## src/rtl/ad9361_lvds_ctrl_if.sv

```systemverilog
// Signal bundle between the AD9361 LVDS controller and its user/I/O side.
// master is the controller end, slave is the I/O block plus sample user.
interface ad9361_lvds_ctrl_if;
    logic        resync;
    logic        clk_reset;
    logic        io_reset;
    logic [13:0] rx_ddr;
    logic [13:0] tx_ddr;
    logic [11:0] rx_i;
    logic [11:0] rx_q;
    logic        rx_valid;
    logic        tx_en;
    logic [11:0] tx_i;
    logic [11:0] tx_q;
    logic        tx_ready;
    logic        locked;
    logic        frame_err;

    modport master (
        input  resync, rx_ddr, tx_en, tx_i, tx_q,
        output clk_reset, io_reset, tx_ddr,
        output rx_i, rx_q, rx_valid, tx_ready,
        output locked, frame_err
    );

    modport slave (
        output resync, rx_ddr, tx_en, tx_i, tx_q,
        input  clk_reset, io_reset, tx_ddr,
        input  rx_i, rx_q, rx_valid, tx_ready,
        input  locked, frame_err
    );
endinterface

```

## src/rtl/ad9361_lvds_ctrl.sv

```systemverilog
// AD9361 1R1T LVDS DDR controller: I/O reset sequencing, RX frame
// alignment with edge-swap recovery, RX unpack and TX pack.
module ad9361_lvds_ctrl #(
    parameter int RST_HOLD = 32,
    parameter int IO_DLY   = 8,
    parameter int LOCK_CNT = 16,
    parameter int ERR_MAX  = 4
) (
    input logic clk,
    input logic rst_n,
    ad9361_lvds_ctrl_if.master bus
);
    localparam int RW = $clog2(RST_HOLD + IO_DLY + 1);
    localparam int GW = $clog2(LOCK_CNT + 1);
    localparam int EW = $clog2(ERR_MAX + 1);

    typedef enum logic [1:0] {
        RST_SEQ = 2'd0,
        SEARCH  = 2'd1,
        LOCKED  = 2'd2
    } state_e;

    state_e      state_q;
    logic [RW-1:0] rcnt_q;
    logic [GW-1:0] good_q, good_d;
    logic [EW-1:0] err_q, err_d;
    logic        sw_q, pf_q, pfn_q;
    logic [5:0]  pn_q, ai_q, aq_q;
    logic        a_ok_q;
    logic        clk_rst_q, io_rst_q;
    logic [13:0] tx_ddr_q;
    logic [11:0] tx_lo_q;
    logic        tx_rdy_q;
    logic [11:0] rx_i_q, rx_q_q;
    logic        rx_vld_q, locked_q, ferr_q;

    logic [5:0]  pos, neg, p_d, n_d;
    logic        fp, fn, fa, fb, pair_ok;

    assign pos = bus.rx_ddr[5:0];
    assign fp  = bus.rx_ddr[6];
    assign neg = bus.rx_ddr[12:7];
    assign fn  = bus.rx_ddr[13];

    // sw=1 rebuilds the pair from last cycle's negedge and this posedge
    always_comb begin
        p_d = sw_q ? pn_q  : pos;
        n_d = sw_q ? pos   : neg;
        fa  = sw_q ? pfn_q : fp;
        fb  = sw_q ? fp    : fn;
        pair_ok = (fa == fb) && (fa != pf_q);
        good_d = good_q + GW'(1);
        err_d  = err_q + EW'(1);
    end

    always_ff @(posedge clk or negedge rst_n) begin
        if (!rst_n) begin
            state_q   <= RST_SEQ;
            rcnt_q    <= '0;
            good_q    <= '0;
            err_q     <= '0;
            sw_q      <= 1'b0;
            pf_q      <= 1'b0;
            pfn_q     <= 1'b0;
            pn_q      <= '0;
            ai_q      <= '0;
            aq_q      <= '0;
            a_ok_q    <= 1'b0;
            clk_rst_q <= 1'b1;
            io_rst_q  <= 1'b1;
            tx_ddr_q  <= '0;
            tx_lo_q   <= '0;
            tx_rdy_q  <= 1'b0;
            rx_i_q    <= '0;
            rx_q_q    <= '0;
            rx_vld_q  <= 1'b0;
            locked_q  <= 1'b0;
            ferr_q    <= 1'b0;
        end else begin
            pn_q     <= neg;
            pfn_q    <= fn;
            rx_vld_q <= 1'b0;
            ferr_q   <= 1'b0;
            if (bus.resync) begin
                state_q   <= RST_SEQ;
                rcnt_q    <= '0;
                good_q    <= '0;
                err_q     <= '0;
                a_ok_q    <= 1'b0;
                clk_rst_q <= 1'b1;
                io_rst_q  <= 1'b1;
                tx_ddr_q  <= '0;
                tx_lo_q   <= '0;
                tx_rdy_q  <= 1'b0;
                locked_q  <= 1'b0;
            end else begin
                unique case (state_q)
                    RST_SEQ: begin
                        rcnt_q   <= rcnt_q + RW'(1);
                        a_ok_q   <= 1'b0;
                        tx_ddr_q <= '0;
                        tx_lo_q  <= '0;
                        tx_rdy_q <= 1'b0;
                        if (rcnt_q == RW'(RST_HOLD - 1))
                            clk_rst_q <= 1'b0;
                        if (rcnt_q == RW'(RST_HOLD + IO_DLY - 1)) begin
                            io_rst_q <= 1'b0;
                            state_q  <= SEARCH;
                        end
                    end
                    SEARCH: begin
                        if (fa != fb) begin
                            sw_q   <= ~sw_q;
                            good_q <= '0;
                        end else begin
                            pf_q <= fa;
                            if (!pair_ok) begin
                                good_q <= '0;
                            end else if (good_d == GW'(LOCK_CNT)) begin
                                good_q   <= '0;
                                state_q  <= LOCKED;
                                locked_q <= 1'b1;
                            end else begin
                                good_q <= good_d;
                            end
                        end
                    end
                    LOCKED: begin
                        // expected frame phase free-runs once aligned
                        pf_q <= ~pf_q;
                        if (pair_ok) begin
                            err_q <= '0;
                        end else begin
                            ferr_q <= 1'b1;
                            if (err_d == EW'(ERR_MAX)) begin
                                err_q    <= '0;
                                good_q   <= '0;
                                state_q  <= SEARCH;
                                locked_q <= 1'b0;
                            end else begin
                                err_q <= err_d;
                            end
                        end
                    end
                    default: state_q <= RST_SEQ;
                endcase

                if (state_q != RST_SEQ) begin
                    if (!pair_ok) begin
                        a_ok_q <= 1'b0;
                    end else if (fa) begin
                        ai_q   <= p_d;
                        aq_q   <= n_d;
                        a_ok_q <= 1'b1;
                    end else begin
                        a_ok_q <= 1'b0;
                        if (a_ok_q) begin
                            rx_i_q   <= {ai_q, p_d};
                            rx_q_q   <= {aq_q, n_d};
                            rx_vld_q <= (state_q == LOCKED);
                        end
                    end

                    if (tx_rdy_q) begin
                        tx_rdy_q <= 1'b0;
                        if (bus.tx_en) begin
                            tx_ddr_q <= {1'b1, bus.tx_q[11:6],
                                         1'b1, bus.tx_i[11:6]};
                            tx_lo_q  <= {bus.tx_q[5:0], bus.tx_i[5:0]};
                        end else begin
                            tx_ddr_q <= 14'h2040;
                            tx_lo_q  <= '0;
                        end
                    end else begin
                        tx_rdy_q <= 1'b1;
                        tx_ddr_q <= {1'b0, tx_lo_q[11:6],
                                     1'b0, tx_lo_q[5:0]};
                    end
                end
            end
        end
    end

    assign bus.clk_reset = clk_rst_q;
    assign bus.io_reset  = io_rst_q;
    assign bus.tx_ddr    = tx_ddr_q;
    assign bus.tx_ready  = tx_rdy_q;
    assign bus.rx_i      = rx_i_q;
    assign bus.rx_q      = rx_q_q;
    assign bus.rx_valid  = rx_vld_q;
    assign bus.locked    = locked_q;
    assign bus.frame_err = ferr_q;
endmodule

```

## src/flat_wrapper.sv

```systemverilog
// flat-port wrapper written by rule: the top's interface ports become plain ports
module ad9361_lvds_ctrl_flat 
#(
    parameter int RST_HOLD = 32,
    parameter int IO_DLY   = 8,
    parameter int LOCK_CNT = 16,
    parameter int ERR_MAX  = 4
)
  (clk, rst_n, bus_resync, bus_rx_ddr, bus_tx_en, bus_tx_i, bus_tx_q, bus_clk_reset, bus_io_reset, bus_tx_ddr, bus_rx_i, bus_rx_q, bus_rx_valid, bus_tx_ready, bus_locked, bus_frame_err);
  ad9361_lvds_ctrl_if bus_i ();
  input logic clk;
  input logic rst_n;
  input wire logic [$bits(bus_i.resync)-1:0] bus_resync;
  input wire logic [$bits(bus_i.rx_ddr)-1:0] bus_rx_ddr;
  input wire logic [$bits(bus_i.tx_en)-1:0] bus_tx_en;
  input wire logic [$bits(bus_i.tx_i)-1:0] bus_tx_i;
  input wire logic [$bits(bus_i.tx_q)-1:0] bus_tx_q;
  output wire logic [$bits(bus_i.clk_reset)-1:0] bus_clk_reset;
  output wire logic [$bits(bus_i.io_reset)-1:0] bus_io_reset;
  output wire logic [$bits(bus_i.tx_ddr)-1:0] bus_tx_ddr;
  output wire logic [$bits(bus_i.rx_i)-1:0] bus_rx_i;
  output wire logic [$bits(bus_i.rx_q)-1:0] bus_rx_q;
  output wire logic [$bits(bus_i.rx_valid)-1:0] bus_rx_valid;
  output wire logic [$bits(bus_i.tx_ready)-1:0] bus_tx_ready;
  output wire logic [$bits(bus_i.locked)-1:0] bus_locked;
  output wire logic [$bits(bus_i.frame_err)-1:0] bus_frame_err;
  assign bus_i.resync = bus_resync;
  assign bus_i.rx_ddr = bus_rx_ddr;
  assign bus_i.tx_en = bus_tx_en;
  assign bus_i.tx_i = bus_tx_i;
  assign bus_i.tx_q = bus_tx_q;
  assign bus_clk_reset = bus_i.clk_reset;
  assign bus_io_reset = bus_i.io_reset;
  assign bus_tx_ddr = bus_i.tx_ddr;
  assign bus_rx_i = bus_i.rx_i;
  assign bus_rx_q = bus_i.rx_q;
  assign bus_rx_valid = bus_i.rx_valid;
  assign bus_tx_ready = bus_i.tx_ready;
  assign bus_locked = bus_i.locked;
  assign bus_frame_err = bus_i.frame_err;
  ad9361_lvds_ctrl #(.RST_HOLD(RST_HOLD), .IO_DLY(IO_DLY), .LOCK_CNT(LOCK_CNT), .ERR_MAX(ERR_MAX)) u_core (.clk(clk), .rst_n(rst_n), .bus(bus_i));
endmodule
```

## config.mk

```make
export PLATFORM = sky130hd
export DESIGN_NAME = ad9361_lvds_ctrl_flat
export DESIGN_NICKNAME = d
export VERILOG_FILES = /design/src/rtl/ad9361_lvds_ctrl_if.sv /design/src/rtl/ad9361_lvds_ctrl.sv /design/src/flat_wrapper.sv
export SDC_FILE = /design/constraint.sdc
export NUM_CORES = 1
export LEC_CHECK = 0
export ABC_AREA = 1
export CAP_MARGIN = 30
export CORE_MARGIN = 1.5
export CORE_UTILIZATION = 50
export CTS_CLUSTER_SIZE = 12
export DETAILED_ROUTE_END_ITERATION = 10
export PLACE_DENSITY_LB_ADDON = 0.05
export SYNTH_ARGS = -nofsm -noshare
export SYNTH_HDL_FRONTEND = slang
export SYNTH_SLANG_ARGS = --single-unit
```

## constraint.sdc

```tcl
create_clock -name clk -period 1.7 [get_ports clk]
set_input_delay 0.255 -clock clk [delete_from_list [all_inputs] [get_ports clk]]
set_output_delay 0.255 -clock clk [all_outputs]
set_load 0.05 [all_outputs]
```

==> flow_metrics.py, run 1 <==
metrics = {
    "run_status": {
        "status": "finished, final reports clean",
    },
    "logic_synthesis": {
        "synth_flop_cell": "dfrtp_1",
        "ys_seq_area_share_pct": 59.0,
        "yosys.cell_types.count": 32,
        "ys_warn_count": 0,
        "synth_area_sq_mm": 0.00395,
        "syn_avg_cell_area_sq_um": 8.91,
        "synth-async-reset-ratio_pct": 100,
        "netlist.area_leader.share_pct": 57.7,
        "ys_top_cells_by_area": "dfrtp_1 58%, nand2_1 11%, o21ai_0 4.6%",
        "syn_inst": 443,
        "synth_edf_count": 0,
        "ys_ff_latch": 93,
        "syn-num-nets": 489,
        "synth_area_leader_cell": "dfrtp_1",
    },
    "finish": {
        "layout_commonest_cell": "nand2_1",
        "fin_util_pct": 69.0,
        "fin_area_sq_mm": 0.00530,
        "multi_input_comb_area_sq_mm": 0.00140,
        "mostFrequentLayoutCells": "114 x nand2_1, 91 x dfrtp_1, 66 x buf_4",
        "antenna_cells": 0,
        "nFillCells": 610,
        "fin_nets": 598,
        "drive_gt1_share_pct": 20.8,
        "regArea_sq_mm": 0.00233,
        "area_growth_pct": 34.3,
    },
    "sta": {
        "fmax_mhz": 641,
        "finalMaxSlewViolations": 0,
        "hold_ws_ns": 0.359,
        "hold_violations": 0,
        "finalCritPeriodShare_pct": 91.8,
        "fin_skew_ns": 0.0147,
        "max_slew.worst_pin.slew_ns": 0.416,
        "slew_headroom_pct": 72.2,
        "tns_ns": 0,
        "finalSetupViolCount": 0,
        "period_needed_ns": 1.56,
    },
    "place": {
        "portBuffers": 85,
        "dp.final_hpwl_um": 6130,
        "place_area_sq_mm": 0.00502,
        "gp_congestion": 0.873,
    },
    "global_routing": {
        "grt_pass1_vias": 3200,
        "antenna_found_initial": 0,
        "grt_first_pass_wirelength_um": 14500,
        "grt_overflow": 0,
        "gr-usage-all-layers_pct": 21.7,
        "grt_max_degree": 41,
    },
    "power_and_ir_drop": {
        "vdd_drop_max_v": 0.000963,
        "p_leak_uw": 0.00273,
        "pwr_density_cell_mw_per_mm2": 1430,
        "finalPower_uw": 7560,
    },
    "cts": {
        "tritoncts": "done",
        "clkLatencyLatePin_ns": 0.35,
        "cts_htree_levels": 3,
        "clock-root-buffer": "clkbuf_8",
        "max-clock-path-buffers": 2,
        "cts.sinks": 93,
        "clk_pin_slew_ns": 0.09,
        "cts_buffers": 9,
    },
    "routing": {
        "final_antenna_net_count": 0,
        "vias_per_cell": 4.87,
        "routed_wl_um": 8590,
        "wl_per_cell_um": 13.0,
        "drc": 0,
        "vias": 3209,
        "first_iter_violations": 111,
        "drt_first_pass_iters": 4,
    },
    "worst_setup_path": {
        "critPathArrivalTime_ns": 1.80,
        "crit_path_start_kind": "register",
        "cp.required_ns": 1.94,
        "endpoint_kind": "register",
        "worstSetupPathType": "reg2reg",
        "r2r_slack_ns": 0.14,
        "crit_fanout": 5,
    },
    "die": {
        "die_area_sq_mm": 0.00844,
        "io_pins": 86,
        "die_h_um": 91.9,
        "initial_core_util_pct": 51.4,
        "rows": 32,
        "dieWidth_um": 91.9,
        "core_area_sq_mm": 0.00769,
    },
    "flow_run": {
        "maxCapViolCount": 0,
    },
    "min_path": {
        "hold_class": "in2async",
    },
}
## kinds of logic after synthesis
logic type      after synthesis  share of synthesized area (%)
fa+ha+maj                     4                           1.27
xor+xnor                      3                          0.666
compound gates               94                           12.8
buf+inv                      63                           6.69
flops                        93                           59.0
simple gates                186                           19.5
## per-stage QoR
step | setup WS (ns) | cells
after floorplan | 0.148 | 443
after CTS | 0.0578 | 658
final | 0.139 | 659
after global routing | -0.0111 | 659
after detailed placement | -0.160 | 641
after global placement | -0.123 | 641
## cell type report
type | instances | area share, %
multi-input combinational | 287 | 26.4
timing repair buffer | 114 | 19.7
clock buffer | 9 | 2.34
inverter | 47 | 3.33
tap | 102 | 2.41
sequential | 93 | 43.9
clock inverter | 7 | 1.84
## report_power, final
part	switching, uW	internal (uW)	total (uW)
clock network	794	834	1630
registers	240	2690	2930
logic	1970	1040	3010
## sequential cells by signal, summed over array words and instances, names as in the netlist
name                  flops
u_core.bus.tx_ddr        13
u_core.pn_q               6
u_core.tx_lo_q           12
u_core.bus.locked         1
u_core.ai_q               6
u_core.good_q             5
u_core.bus.clk_reset      1
u_core.bus.io_reset       1
u_core.bus.frame_err      1
u_core.rcnt_q             6
u_core.bus.rx_i          12
u_core.sw_q               1
u_core.a_ok_q             1
u_core.bus.rx_valid       1
u_core.bus.tx_ready       1
u_core.err_q              3
u_core.aq_q               6
u_core.bus.rx_q          12
u_core.state_q            2
u_core.pfn_q              1
u_core.pf_q               1
## cell usage after synthesis (all sizes together), types with 2 or more instances
library cell / instances
buf: 7
xor2: 3
clkbuf: 9
nor2: 45
nand3: 13
dfrtp: 91
nand4: 4
inv: 47
a21oi: 30
o21ai: 57
nor3: 2
dfstp: 2
nand2: 122
ha: 4
## routing by layer
| layer | GRT usage, % | wire length [um] | vias up |
|---|---|---|---|
| met5 | 0 | 0 | - |
| met4 | 6.54 | 110 | 0 |
| met3 | 4.98 | 375 | 9 |
| met2 | 38.0 | 4190 | 68 |
| met1 | 26.8 | 3910 | 1501 |
| li1 | - | - | 1631 |
## path summary, 6_finish.rpt
kind | startpoint | depth (start not counted) | end
max in group asynchronous | rst_n | 3 | u_core.bus.io_reset
min reg2reg | u_core.bus.locked | 2 | u_core.bus.locked
min | rst_n | 2 | u_core.bus.rx_q[0]
max reg2reg | u_core.err_q[1] | 8 | u_core.good_q[4]
max | u_core.err_q[1] | 8 | u_core.good_q[4]
min in group clk | bus_rx_ddr[13] | 1 | u_core.pfn_q
## critical path: stages (launching register included)
cell and delay (ns):
dfrtp_1 0.41, ha_1 0.22, xor2_2 0.17, nand2_2 0.11, a21oi_4 0.19, nand2_4 0.08
buf_4 0.16, nand2_1 0.05, o21ai_0 0.07
## repair_timing
item | CTS | global route
hold endpoints to repair | 24 | 0
endpoints found under the setup margin | 0 | 18
hold buffers | 1 | 0
resized for setup | 0 | 13
buffers inserted | 0 | 1
Note: power is estimated with default switching activity, not from simulation.
==> run 2, diff against run 1 <==
CORE_MARGIN = 10   (was 1.5)
==> run 2 against run 1 <==
  * Critical path depth increased by 3
  * Sequential share of layout area increased by 0.49 points
  * Largest power group unchanged
  * Worst setup slack worse by 0.011 ns
  * Clock skew fell by 0.0050 ns
  * Count of clock-buffer cells in the layout did not move
  * Die area is 40% higher
  * Largest cell class unchanged
  * Critical endpoint is now u_core.bus.rx_q[2]
  * Flip-flop and latch count stayed put
  * Routed wire length is 8.4% higher
  * Total power down 2.7%
  * Highest routed layer unchanged
  * Cell area fell by 1.0%
==> flow_metrics.py, run 2 (synthesized netlist as in run 1, its figures left out) <==
metrics = {
    "power_and_ir_drop": {
        "internal_power_uw": 4390,
        "share_comb_of_total_power_pct": 40.4,
        "pwr_density_cell_mw_per_mm2": 1400,
        "p_sw_share_pct": 40.3,
        "finalPower_uw": 7360,
        "seqPwrFrac_pct": 40.0,
        "p_leak_uw": 0.00272,
        "p_switching_uw": 2970,
        "power.share.clock_pct": 19.6,
        "vdd_drop_max_v": 0.000745,
    },
    "cts": {
        "cts_buffers": 9,
        "clock-root-buffer": "clkbuf_8",
        "cts_htree_levels": 3,
        "tritoncts": "done",
        "cts.sinks": 93,
        "clk_pin_slew_ns": 0.09,
        "clkLatencyLatePin_ns": 0.36,
        "max-clock-path-buffers": 2,
    },
    "die": {
        "die_area_sq_mm": 0.0118,
        "core_area_sq_mm": 0.00769,
        "io_pins": 86,
        "initial_core_util_pct": 51.4,
        "dieWidth_um": 109,
        "die_h_um": 109,
        "rows": 32,
    },
    "global_routing": {
        "grt_pass1_vias": 3180,
        "antenna_found_initial": 0,
        "grt_max_degree": 94,
        "use_met3_pct": 4.60,
        "grt_first_pass_wirelength_um": 15200,
        "grt_busiest_layer": "met2",
        "grtUsageMet2_pct": 26.6,
        "gr-usage-met1_pct": 19.5,
        "grt_overflow": 0,
        "gr-usage-all-layers_pct": 16.2,
    },
    "sta": {
        "period_needed_ns": 1.57,
        "fin_skew_ns": 0.00970,
        "finalCritPeriodShare_pct": 92.5,
        "hold_violations": 0,
        "fmax_mhz": 636,
        "finalSetupViolCount": 0,
        "tns_ns": 0,
        "slew_headroom_pct": 68.6,
        "max_slew.worst_pin.slew_ns": 0.471,
        "finalMaxSlewViolations": 0,
    },
    "finish": {
        "fin_util_pct": 68.2,
        "mostFrequentLayoutCells": "117 x nand2_1, 90 x dfrtp_1, 66 x buf_4",
        "nFillCells": 639,
        "final_cell_count_no_fill": 658,
        "fin_nets": 598,
        "area_growth_pct": 32.9,
        "drive_gt1_share_pct": 20.0,
        "largest_register_ffs": 13,
        "fin_area_sq_mm": 0.00525,
        "layout_commonest_cell": "nand2_1",
        "antenna_cells": 0,
    },
    "worst_setup_path": {
        "path_buf_inv": 3,
        "crit_slowest_cell": "dfrtp_2",
        "rr_startpoint": "u_core.sw_q",
        "crit_path_start_kind": "register",
        "crit_path_frequent_cell": "nand2_1",
        "rr_worst_depth": 11,
        "crit_fanout": 20,
        "crit_family": "simple AND/OR/NAND/NOR gates",
        "critPathMaxStageDelay_ns": 0.45,
        "critPathArrivalTime_ns": 1.83,
        "endpoint_kind": "register",
        "cp.required_ns": 1.96,
        "r2r_slack_ns": 0.13,
        "path_cells": "inv_2 > nand2_1 > nand2_1 > nand2_1 > nand2_2 > inv_2 > nor2_8 > nand4_4 > clkbuf_16 > nand2_1 > o21ai_2",
        "r2r-end": "u_core.bus.rx_q[2]",
        "worstSetupPathType": "reg2reg",
    },
    "place": {
        "dpl.cell_count": 640,
        "dp.final_hpwl_um": 6680,
        "portBuffers": 85,
        "place_area_sq_mm": 0.00500,
        "gp_congestion": 0.836,
    },
    "flow_run": {
        "maxCapViolCount": 0,
    },
    "routing": {
        "drc": 0,
        "vias": 3240,
        "first_iter_violations": 112,
        "vias_per_cell": 4.92,
        "drt_first_pass_iters": 4,
        "final_antenna_net_count": 0,
        "wl_per_cell_um": 14.1,
        "routed_wl_um": 9300,
    },
    "min_path": {
        "hp-start": "bus_rx_ddr[13]",
        "hold_depth": 1,
        "hold_class": "in2reg",
        "hold_end": "u_core.pfn_q",
    },
    "run_status": {
        "status": "finished, final reports clean",
    },
}
run 2: changes by cell type in the layout (fill, tap and decap cells not counted), moves of 2 or more:
cell,previous run,this run
nand2_1,114,117
clkinv_2,1,3
clkinvlp_4,2,0
nand2_4,2,0
run 2: power groups by stage:
stage          sequential [uW]  clock (uW)  combinational, uW
2_1_floorplan             3570           0               1260
3_3_place_gp              2960           0               2900
3_5_place_dp              2980           0               2950
4_1_cts                   2940        1480               2970
5_1_grt                   3000        1580               3290
6_report                  2940        1440               2970
run 2: final cells by class:
type,instances,area [sq um],area share [%]
timing repair buffer,114,1050,20.0
multi-input combinational,287,1370,26.2
clock buffer,9,124,2.36
sequential,93,2330,44.4
tap,102,128,2.43
inverter,47,176,3.36
clock inverter,6,62.6,1.19
run 2: per-layer routing:
layer / wire [um] / share of wire (%)
met5: 0 / 0
met2: 4560 / 49
met3: 549 / 5.9
met1: 4010 / 43
met4: 179 / 1.9
run 2: how the worst max path moves through the flow:
stage | start | endpoint | slack [ns] | cells past startpoint
finish | u_core.sw_q | u_core.bus.rx_q[2] | 0.13 | 11
global route | u_core.sw_q | u_core.bus.rx_q[6] | -0.02 | 11
CTS | u_core.err_q[0] | u_core.good_q[2] | 0.05 | 8
detailed placement | bus_rx_ddr[13] | u_core.bus.rx_q[4] | -0.11 | 11
global placement | bus_rx_ddr[6] | u_core.good_q[2] | -0.05 | 11
floorplan | u_core.sw_q | u_core.bus.rx_i[10] | 0.15 | 10
run 2: what timing repair did:
item | in CTS | in global routing
hold endpoints to repair | 91 | 0
resized for setup | 0 | 7
endpoints found under the setup margin | 0 | 19
hold buffers | 1 | 0
setup buffers | 0 | 1
run 2: per-stage QoR:
step           hold WS (ns)  setup WS (ns)
3_3_place_gp          0.345        -0.0500
5_1_grt               0.359        -0.0233
4_1_cts               0.351         0.0525
3_5_place_dp          0.347         -0.109
2_1_floorplan       -0.0406          0.148
6_report              0.364          0.128
==> RTL edit, RTL diff (settings of run 2) <==
Make the reset (`rst_n`) synchronous in one clocked block.
--- a/src/rtl/ad9361_lvds_ctrl.sv
+++ b/src/rtl/ad9361_lvds_ctrl.sv
@@ -53,7 +53,7 @@
         err_d  = err_q + EW'(1);
     end
 
-    always_ff @(posedge clk or negedge rst_n) begin
+    always_ff @(posedge clk) begin
         if (!rst_n) begin
             state_q   <= RST_SEQ;
             rcnt_q    <= '0;
Formal check against the unedited RTL: no difference found for any inputs over 10 cycles, from zero or initial values and one cycle with rst_n low; that may be too few to reach the edited logic, so the function may still have changed.
==> RTL edit against run 2 <==
Wire length decreased by 1.2%; sequential cell count unchanged; worst setup slack improved by 42 ps; final area decreased by 3.6%; critical path depth decreased by 3; via count increased by 6.0%; area after synthesis decreased by 2.1%; synthesized cell count increased by 11%; largest cell class unchanged.
Power is not compared: it rests on default switching activity, and its combinational part moved more than twofold at a synthesized area within 25%.
==> RTL edit: results (changes against run 2) <==
| Stage | Metric | Reported | Delta |
| --- | --- | --- | --- |
| run status | Status | finished, final reports clean | unchanged |
| global route | Wire length of the first global-routing pass | 15,400 um | was 15,200 um |
| power | Static Leakage | 2.14 nW |  |
| logic synthesis | Biggest area contributors in the synthesized netlist | dfxtp_1 (48%), o21ai_0 (7.9%), inv_1 (7.1%) | was dfrtp_1 (58%), nand2_1 (11%), o21ai_0 (4.6%) |
| global route | Maximum number of pins on one net before global-route repair | 46 | was 94 |
| power | Worst-case vdd ir drop | 0.437 mV |  |
| drt | Routed length per instance | 13.2 um | was 14.1 um |
| global route | Global-route met1 utilization | 0.179 | was 0.195 |
| placement | RePlAce Congestion | 0.812 | was 0.836 |
| min path | Worst min-delay path startpoint | bus_rx_ddr[7] | was bus_rx_ddr[13] |
| final layout | Diode insertion count for antenna repair | 0 | unchanged |
| logic synthesis | Number of distinct standard cells referenced by the synthesized netlist | 35 | was 32 |
| global route | Met3 Track Usage GR | 0.0607 | was 0.0460 |
| global route | Global routing usage on met2 | 0.276 | was 0.266 |
| drt | DRT Wirelength | 9190 um | was 9300 um |
| timing | Clock skew | 9.33 ps | was 9.70 ps |
| logic synthesis | Proportion of synthesized chip area in sequential cells | 0.482 | was 0.590 |
| logic synthesis | Async SR Flop Fraction | 0 | was 1.00 |
| placement | Placed inst area | 4870 um^2 | was 5000 um^2 |
| final layout | Fin nets | 639 | was 598 |
| timing | Period utilization | 0.900 | was 0.925 |
| timing | Slew @ Worst Pin | 408 ps | was 471 ps |
| logic synthesis | Net count after synthesis | 540 | was 489 |
| setup path | Critical Path Fanout Max | 18 | was 20 |
| drt | Iteration-0 DRC count of the detailed router | 96 | was 112 |
| global route | Aggregate global-route resource usage | 0.161 | was 0.162 |
| drt | Vias per cell | 4.93 | was 4.92 |
| final layout | Fraction of final layout cells with drive strength greater than 1 | 0.215 | was 0.200 |
| placement | Cell Count Post-Placement | 681 | was 640 |
| placement | DP Wirelength | 6930 um | was 6680 um |
| setup path | Worst reg2reg setup slack | 170 ps | was 130 ps |
| setup path | Worst setup startpoint | u_core.state_q[0]$_SDFFE_PP0P_ | was u_core.sw_q$_DFFE_PN0P_ |
| logic synthesis | Commonest cells in the netlist | dfxtp_1 (93), inv_1 (73), nand2_1 (62) | was nand2_1 (119), dfrtp_1 (91), inv_1 (43), nor2_1 (43), o21ai_0 (36) |
| logic synthesis | Number of cells produced by synthesis | 491 | was 443 |
| global route | Vias in the first global route | 3,381 | was 3,180 |
| placement | Pre-CTS setup slack | -121 ps | was -109 ps |
RTL edit: cell count changes after synthesis, moves of 5 or more:
cell     change
dfxtp_1     +93
inv_1       +30
a21oi_2      +5
dfrtp_1     -91
o22ai_1      +8
o21ai_1      -8
nand3_1     +10
nand2_2      +6
o21ai_0     +25
nand2_1     -57
RTL edit: cell families (layout without fill, tap and decap cells):
| kind of cell | after synthesis | in the layout | synth area share |
|---|---|---|---|
| flip-flops | 93 | 93 | 0.482 |
| AND/OR/NAND/NOR | 165 | 165 | 0.207 |
| buffers and inverters | 101 | 205 | 0.113 |
| AO/OA/AOI/OAI | 125 | 125 | 0.176 |
| adder cells (fa/ha/maj) | 7 | 7 | 0.0227 |
RTL edit: what timing repair did:
action / CTS / global route
endpoints found under the hold margin: 0 / 0
resized for setup: 0 / 9
setup endpoints to repair: 0 / 24
hold buffers: 0 / 0
RTL edit: where the power goes:
| part | internal [mW] | total [mW] | switching, mW |
|---|---|---|---|
| clock network | 0.530 | 1.31 | 0.779 |
| logic | 0.132 | 0.243 | 0.111 |
| registers | 2.19 | 2.19 | 0.00448 |
| total | 2.85 | 3.74 | 0.894 |
RTL edit: final timing paths:
| check | cells past startpoint | endpoint |
|---|---|---|
| setup reg to reg | 8 | u_core.bus.rx_q[10]$_SDFFE_PN0P_ |
| hold reg to reg | 2 | u_core.ai_q[0]$_SDFFE_PN0P_ |
| setup / recovery | 8 | u_core.bus.rx_q[10]$_SDFFE_PN0P_ |
| hold / removal | 3 | u_core.pn_q[0]$_SDFF_PN0_ |
RTL edit: cell type report:
| type | count | area [um^2] |
|---|---|---|
| fill | 687 | 2550 |
| multi-input combinational | 297 | 1580 |
| inverter | 78 | 300 |
| timing repair buffer | 111 | 1010 |
| clock buffer | 10 | 128 |
| clock inverter | 6 | 38.8 |
| sequential | 93 | 1870 |
| tap | 102 | 128 |
RTL edit: through the flow:
stage / hold WS [ps] / power, mW
detailed placement: 445 / 2.49
global route: 448 / 3.88
CTS: 433 / 3.78
floorplan: 348 / 2.35
finish: 449 / 3.74
global placement: 439 / 2.48
RTL edit: critical path: stages, from the launching register on:
cell,delay (ps)
dfxtp_2,350
inv_1,60
ha_2,220
nor3b_4,230
nand3_4,130
inv_4,110
buf_12,140
o21ai_0,80
a21oi_1,140
RTL edit: layer usage:
layer  up-vias  share of wire  routed length, um
met5         -              0                  0
li1       1785              -                  -
met3        10          0.078                713
met4         0          0.011                104
met2        76           0.49               4500
met1      1562           0.42               3880
